## config.mk

```make
export PLATFORM = sky130hd
export DESIGN_NAME = mux4x1_arb
export DESIGN_NICKNAME = d
export VERILOG_FILES = /design/src/rtl/mux4x1_pkg.sv /design/src/rtl/mux4x1_arb_rr_pick4.sv /design/src/rtl/mux4x1_arb.sv
export SDC_FILE = /design/constraint.sdc
export NUM_CORES = 1
export LEC_CHECK = 0
export ABC_AREA = 1
export BUFFER_PORTS_ARGS = -buffer_cell sky130_fd_sc_hd__buf_2
export CELL_PAD_IN_SITES_DETAIL_PLACEMENT = 0
export CELL_PAD_IN_SITES_GLOBAL_PLACEMENT = 1
export CORE_MARGIN = 2
export CORE_UTILIZATION = 37
export CTS_CLUSTER_DIAMETER = 150
export DETAILED_ROUTE_END_ITERATION = 10
export GPL_ROUTABILITY_DRIVEN = 0
export PLACE_DENSITY = 0.76
export SLEW_MARGIN = 20
export SYNTH_ARGS = -nofsm -noshare
export SYNTH_HDL_FRONTEND = slang
export SYNTH_SLANG_ARGS = --single-unit
export TNS_END_PERCENT = 30
```

## constraint.sdc

```tcl
create_clock -name CLK -period 1.9 [get_ports CLK]
set_input_delay 0.38 -clock CLK [delete_from_list [all_inputs] [get_ports CLK]]
set_output_delay 0.38 -clock CLK [all_outputs]
set_load 0.02 [all_outputs]
```

## src/rtl/mux4x1_pkg.sv

```systemverilog
// Shared types and helpers for the 4-requester round-robin mux arbiter.
package mux4x1_pkg;

    localparam int NREQ = 4;

    typedef enum logic {IDLE, OWN} arb_state_t;
    typedef logic [1:0] idx_t;

    function automatic logic [NREQ-1:0] idx_onehot(input idx_t idx);
        logic [NREQ-1:0] oh;
        oh = '0;
        oh[idx] = 1'b1;
        return oh;
    endfunction

endpackage

```

## src/rtl/mux4x1_arb_rr_pick4.sv

```systemverilog
// Combinational cyclic search: first set request bit starting at index start.
module rr_pick4
    import mux4x1_pkg::*;
(
    input  logic [NREQ-1:0] req,
    input  idx_t            start,
    output logic            found,
    output idx_t            winner
);

    idx_t cand;

    // Walk offsets from farthest to nearest so the nearest hit is the one kept.
    always_comb begin
        found  = 1'b0;
        winner = start;
        cand   = start;
        for (int k = NREQ - 1; k >= 0; k--) begin
            cand = start + idx_t'(k);
            if (req[cand]) begin
                found  = 1'b1;
                winner = cand;
            end
        end
    end

endmodule

```

## src/rtl/mux4x1_arb.sv

```systemverilog
// Round-robin arbiter sharing one 4:1 mux; registered one-hot grant, select and enable.
module mux4x1_arb
    import mux4x1_pkg::*;
#(
    parameter int MAX_HOLD = 8
) (
    input  logic            CLK,
    input  logic            RST_N,
    input  logic [NREQ-1:0] REQ,
    output logic [NREQ-1:0] GNT,
    output idx_t            SEL,
    output logic            EN
);

    localparam int             CW       = (MAX_HOLD < 1) ? 1 : $clog2(MAX_HOLD + 1);
    localparam logic [CW-1:0]  HOLD_LIM = CW'(MAX_HOLD);
    localparam bit             HOLD_ON  = (MAX_HOLD != 0);

    arb_state_t      state;
    idx_t            pri;
    logic [CW-1:0]   cnt;

    logic            idle_found;
    idx_t            idle_win;
    logic            hand_found;
    idx_t            hand_win;
    logic [NREQ-1:0] others;
    idx_t            hand_start;

    logic            do_grant;
    logic            do_release;
    idx_t            grant_idx;

    // GNT is one-hot on the owner while in OWN, so masking it leaves only the contenders.
    assign others     = REQ & ~GNT;
    assign hand_start = SEL + idx_t'(1);

    rr_pick4 u_pick_idle (
        .req    (REQ),
        .start  (pri),
        .found  (idle_found),
        .winner (idle_win)
    );

    rr_pick4 u_pick_hand (
        .req    (others),
        .start  (hand_start),
        .found  (hand_found),
        .winner (hand_win)
    );

    always_comb begin
        do_grant   = 1'b0;
        do_release = 1'b0;
        grant_idx  = hand_win;
        if (state == IDLE) begin
            do_grant  = idle_found;
            grant_idx = idle_win;
        end else if (!REQ[SEL]) begin
            do_grant   = hand_found;
            do_release = !hand_found;
        end else if (HOLD_ON && (cnt == HOLD_LIM) && hand_found) begin
            do_grant = 1'b1;
        end
    end

    always_ff @(posedge CLK or negedge RST_N) begin
        if (!RST_N) begin
            state <= IDLE;
            GNT   <= '0;
            SEL   <= '0;
            EN    <= 1'b0;
            pri   <= '0;
            cnt   <= '0;
        end else if (do_grant) begin
            // New owner (from idle, handover or preemption): SEL and GNT move together, EN stays high.
            state <= OWN;
            GNT   <= idx_onehot(grant_idx);
            SEL   <= grant_idx;
            EN    <= 1'b1;
            pri   <= grant_idx + idx_t'(1);
            cnt   <= CW'(1);
        end else if (do_release) begin
            state <= IDLE;
            GNT   <= '0;
            EN    <= 1'b0;
        end else if (state == OWN && HOLD_ON && cnt != HOLD_LIM) begin
            cnt <= cnt + CW'(1);
        end
    end

endmodule

```

==> metrics, run 1 <==
Initial Util 39.6%; largest net degree at the start of global routing 14; Final ANT Viol Nets 0; final hold violations 0; commonest non-fill, non-tap cells in the layout nand2_1 (57), buf_4 (24), nand2_2 (22), inv_1 (21), nand3_1 (20); First DRT Iteration DRCs 96; sequential cell area fraction in the yosys report 26.3%; Cell Area, Synth 1240 µm²; routed wire length 3.02 mm; Yosys warnings 0; router iterations before antenna repair 4; Critical Path RT 2.07 ns; CTS sink count 13; commonest non-fill, non-tap cell in the layout nand2_1; Num CTS Buffers 3; DR vias 1252; Final period util 100%; GRT Total Usage 17.9%; Fmax 526 MHz; CP max FO 5; vias per cell 4.72; Syn Area/Cell 6.84 µm²; setup violators final 1; Final WS setup -0.000528 ns; DRC viols 0; Slew @ Worst Pin 0.308 ns; max cap viols 0; crit path launch type flop; Die X 61.8 µm; Final min period 1.90 ns; Clock Path Buffers 2; vias in the first global route 1178; row cnt 20; Clock Skew 0.00493 ns; top-level port count 13; CTS tree done; Critical Path AT 2.07 ns; Slew Limit Headroom 79.5%; failing checks setup timing; DR WL/cell 11.4 µm; initial antenna violation count 0; antenna cells 0; layout cell share with drive strength beyond 1 42.5%; HPWL Detailed 2.32 mm; global route overflow 0; first-pass GRT wire length 5.08 mm; Placement Cell Area 1460 µm²; Setup crit end kind flop; H-tree depth 1; critical setup path kind reg -> reg; IO buf count 12; Slew Viols, Final 0; Area growth, synth to finish 34.8%; Synth Instances 181; Seq cells post-synth 13; clock slew at reported path FFs 0.08 ns; core area 3130 µm²; worst skew pair latency 0.28 ns; RSZ-0062 raised after global routing yes; Synth Net Count 193; Root Driver clkbuf_4; Final #Nets 234; Cell variety after synth 26; status finished, violations left; Die Span Y 61.8 µm; Hold WC Path Type reg -> reg; Die ar. 3820 µm²; Final Instance Area 1670 µm²
-- layer usage --
layer  global-route usage [%]  wire [µm]  part of all wire, %  vias to the layer above
met3                     1.45         71                  2.3                        2
li1                         -          -                    -                      646
met2                     31.7       1500                   50                       21
met4                     4.56         17                 0.56                        0
met5                        0          0                    0                        -
met1                     23.7       1430                   47                      583
-- worst max-delay path, stage by stage (launching register included) --
cell	delay [ns]
dfrtp_2	0.46
buf_6	0.14
nand3_1	0.10
nand2_1	0.09
nand2_1	0.08
nand2_2	0.05
inv_1	0.04
nand2_1	0.05
nand2_2	0.08
nand2_1	0.05
nand2_1	0.07
nand3_2	0.07
nand2_2	0.11
inv_2	0.06
ha_4	0.23
nand2_2	0.04
o21ai_1	0.06
-- through the flow --
step                hold slack [ns]  cells  util, %  setup TNS (ns)  setup WS (ns)
finish                        0.498    265     53.3       -0.000528      -0.000528
global route                  0.514    265     53.3          -0.523         -0.116
CTS                           0.497    263     50.6               0        0.00796
detailed placement            0.294    251     46.6          -0.208         -0.111
global placement              0.282    251     46.6          -0.253         -0.101
floorplan                    0.0844    181        -               0        0.00206
-- cells in the mapped netlist (all sizes together) --
cell type   n  area [µm²]
nand4       2        18.8
inv        24        90.1
buf         3        26.3
nor3        1        5.00
dfrtp      13         325
nand3      23         120
nand2      83         368
xor2        4        35.0
o21ai      13        91.3
xnor2       2        25.0
ha          6        75.1
a21oi       1        5.00
or2         1        6.26
clkinv      1        16.3
nor2        4        30.0
-- cell families after synthesis --
logic type / Yosys count / share of synthesized area, %
fa+ha+maj: 6 / 6.07
simple gates: 114 / 44.3
buf+inv: 28 / 10.7
flops: 13 / 26.3
xor+xnor: 6 / 4.85
compound gates: 14 / 7.78
-- worst paths after layout --
check | start | cells past startpoint | endpoint | slack (ns)
setup / recovery | SEL[0]$_DFFE_PN0P_ | 16 | pri[1]$_DFFE_PN0P_ | -0.0005
hold / removal | cnt[3]$_DFFE_PN0P_ | 2 | cnt[3]$_DFFE_PN0P_ | 0.50
setup reg to reg | SEL[0]$_DFFE_PN0P_ | 16 | pri[1]$_DFFE_PN0P_ | -0.0005
hold reg to reg | cnt[3]$_DFFE_PN0P_ | 2 | cnt[3]$_DFFE_PN0P_ | 0.50
max in group asynchronous | RST_N | 2 | pri[0]$_DFFE_PN0P_ | 1.13
min in group asynchronous | RST_N | 2 | cnt[2]$_DFFE_PN0P_ | 0.51
-- state kept, by name (all words and copies together) (netlist names) --
register,count
SEL,2
state,1
GNT,4
pri,2
cnt,4
-- timing repair --
action / 4_1_cts / 5_1_grt
hold buffers: 1 / 0
setup buffers: 7 / 2
pin swaps: 6 / 10
endpoints found under the hold margin: 13 / 0
setup endpoints to repair: 4 / 12
gates resized for setup: 12 / 19
-- area by class of cell --
type	instances	area (µm²)
repair buffers	39	273
clock buffers	4	26.3
flip-flops and latches	13	329
inverters	25	111
well taps	44	55.1
fillers	316	1460
multi-input cells	140	873
Power of run 1 is not shown: default switching activity piles up to over one toggle a cycle in this logic, so the estimate is an artifact.
==> run 2: changes to the inputs <==
- BUFFER_PORTS_ARGS: -buffer_cell sky130_fd_sc_hd__buf_2 -> default
- CORE_UTILIZATION: 37 -> 40
- DONT_BUFFER_PORTS: default -> 1
- clock period: 1.9 -> 1.57 ns (I/O delays scaled with it)
==> run 2 against run 1 <==
  * The flow still finishes with violations (setup timing)
  * First-iteration DRC count down 58%
  * Cell count up 0.75%
  * Critical path depth fell by 1
  * Global-route usage up 3.7 points
  * Via count up 6.7%
  * Wire length grew 16%
  * Utilization grew 7.4 points
  * Non-clock buffer count rose by 13
  * Cell area is 9.4% higher
  * Worst hold slack lost 0.012 ns
  * Register-to-register slack got worse by 0.34 ns
  * Highest routed layer unchanged
==> metrics, run 2 (synthesized netlist as in run 1, its figures left out) <==
Final ANT Viol Nets 0; antenna cells 0; Critical Path RT 1.79 ns; Num CTS Buffers 3; critical path endpoint pri[1]$_DFFE_PN0P_; DRC viols 0; Final period util 122%; router iterations before antenna repair 5; DR WL/cell 13.2 µm; Clock Skew 0.00192 ns; Finished Core Util 60.8%; layout cell share with drive strength beyond 1 51.3%; H-tree depth 1; worst skew pair latency 0.28 ns; commonest non-fill, non-tap cells in the layout nand2_1 (53), buf_4 (50), nand2_2 (24), inv_1 (18), nand3_1 (15); First DRT Iteration DRCs 40; vias in the first global route 1298; initial antenna violation count 0; crit path launch type flop; Hold WC Path Type in -> async; GRT busiest layer met2; Die Span Y 59.6 µm; DR vias 1336; Slew @ Worst Pin 0.652 ns; R2R Path Start pri[0]$_DFFE_PN0P_; Area growth, synth to finish 47.4%; met1 Resource Use GR 28.6%; Final #Nets 247; commonest non-fill, non-tap cell in the layout nand2_1; top-level port count 13; first-pass GRT wire length 5.78 mm; failing checks setup timing; Slew Limit Headroom 56.4%; vias per cell 5.00; worst r2r path cells 15; met3 usage 1.31%; Fmax 523 MHz; IO buf count 0; routing usage on met2 38.3%; Die X 59.6 µm; Die ar. 3550 µm²; setup violators final 13; R2R Path End pri[1]$_DFFE_PN0P_; Root Driver clkbuf_4; CTS tree done; Setup crit end kind flop; CP max FO 8; Critical path origin pri[0]$_DFFE_PN0P_; Final min period 1.91 ns; area of the multi-input gates 917 µm²; max cap viols 0; clock slew at reported path FFs 0.08 ns; RSZ-0062 raised after global routing yes; critical setup path kind reg -> reg; Fill cells 293; status finished, violations left; Initial Util 41.2%; Sequential Area 329 µm²; final hold violations 0; Critical Path AT 2.13 ns; core area 3000 µm²; row cnt 20; largest net degree at the start of global routing 14; R2R Setup Slk -0.34 ns; CTS sink count 13; Final WS setup -0.342 ns; GRT Total Usage 21.7%; biggest regs GNT x4, cnt x4; Fin Setup TNS -3.38 ns; routed wire length 3.51 mm; Slew Viols, Final 0; Clock Path Buffers 2; HPWL Detailed 2.68 mm; global route overflow 0
==> run 2: cell count changes in the layout (fill, tap and decap cells not counted), moves of 2 or more <==
cell,previous run,this run
buf_2,12,0
inv_2,1,3
nand2_4,3,5
nand3_2,3,8
nand2_2,22,24
buf_4,24,50
nand3_1,20,15
inv_1,21,18
xnor2_2,0,2
nand2_1,57,53
==> run 2: worst max-delay path, stage by stage, from the launching register on <==
cell and delay, ns:
dfrtp_2 0.51, inv_4 0.13, nand2_4 0.06, o21ai_4 0.06
nand2_1 0.08, nand2_2 0.09, nand2_2 0.06, nand2_2 0.07
nand2_1 0.05, nand2_1 0.07, nand3_2 0.11, nand2_4 0.13
inv_4 0.05, ha_4 0.26, nand2_2 0.05, o21ai_1 0.06
==> run 2: worst min path at each step <==
stage / endpoint / cells after the start / slack (ns)
after floorplan: GNT[0]$_DFFE_PN0P_ / 0 / 0.02
after global placement: cnt[2]$_DFFE_PN0P_ / 0 / 0.02
after detailed placement: cnt[3]$_DFFE_PN0P_ / 0 / 0.02
after CTS: pri[1]$_DFFE_PN0P_ / 1 / 0.49
after global routing: cnt[3]$_DFFE_PN0P_ / 2 / 0.51
final: pri[1]$_DFFE_PN0P_ / 1 / 0.49
==> run 2: cell type report <==
cell class | count | share of cell area, %
clock buffers | 4 | 1.44
multi-input cells | 140 | 50.3
repair buffers | 52 | 21.7
inverters | 25 | 6.24
flip-flops and latches | 13 | 18.0
well taps | 33 | 2.26
==> run 2: repair_timing <==
action                                  in CTS  in global routing
gates resized for setup                     20                 21
endpoints found under the setup margin      13                 13
buffers inserted                             8                  1
hold buffers                                 1                  0
pin swaps                                   10                 11
endpoints found under the hold margin       13                  0
==> run 2: stage by stage <==
stage	area [µm²]	hold slack (ns)	worst slack [ns]	std cells
2_1_floorplan	1270	0.0184	-0.247	181
3_3_place_gp	1600	0.0187	-0.338	253
3_5_place_dp	1600	0.0186	-0.425	253
4_1_cts	1750	0.490	-0.266	266
5_1_grt	1820	0.511	-0.455	267
6_report	1820	0.486	-0.342	267
==> run 2: per-layer routing <==
metal | share of wire, % | up-vias | wire length, µm
li1 | - | 674 | -
met1 | 41 | 626 | 1450
met2 | 54 | 32 | 1880
met3 | 4.3 | 4 | 152
met4 | 0.83 | 0 | 29
met5 | 0 | - | 0
Power of run 2 is left out for the same reason.
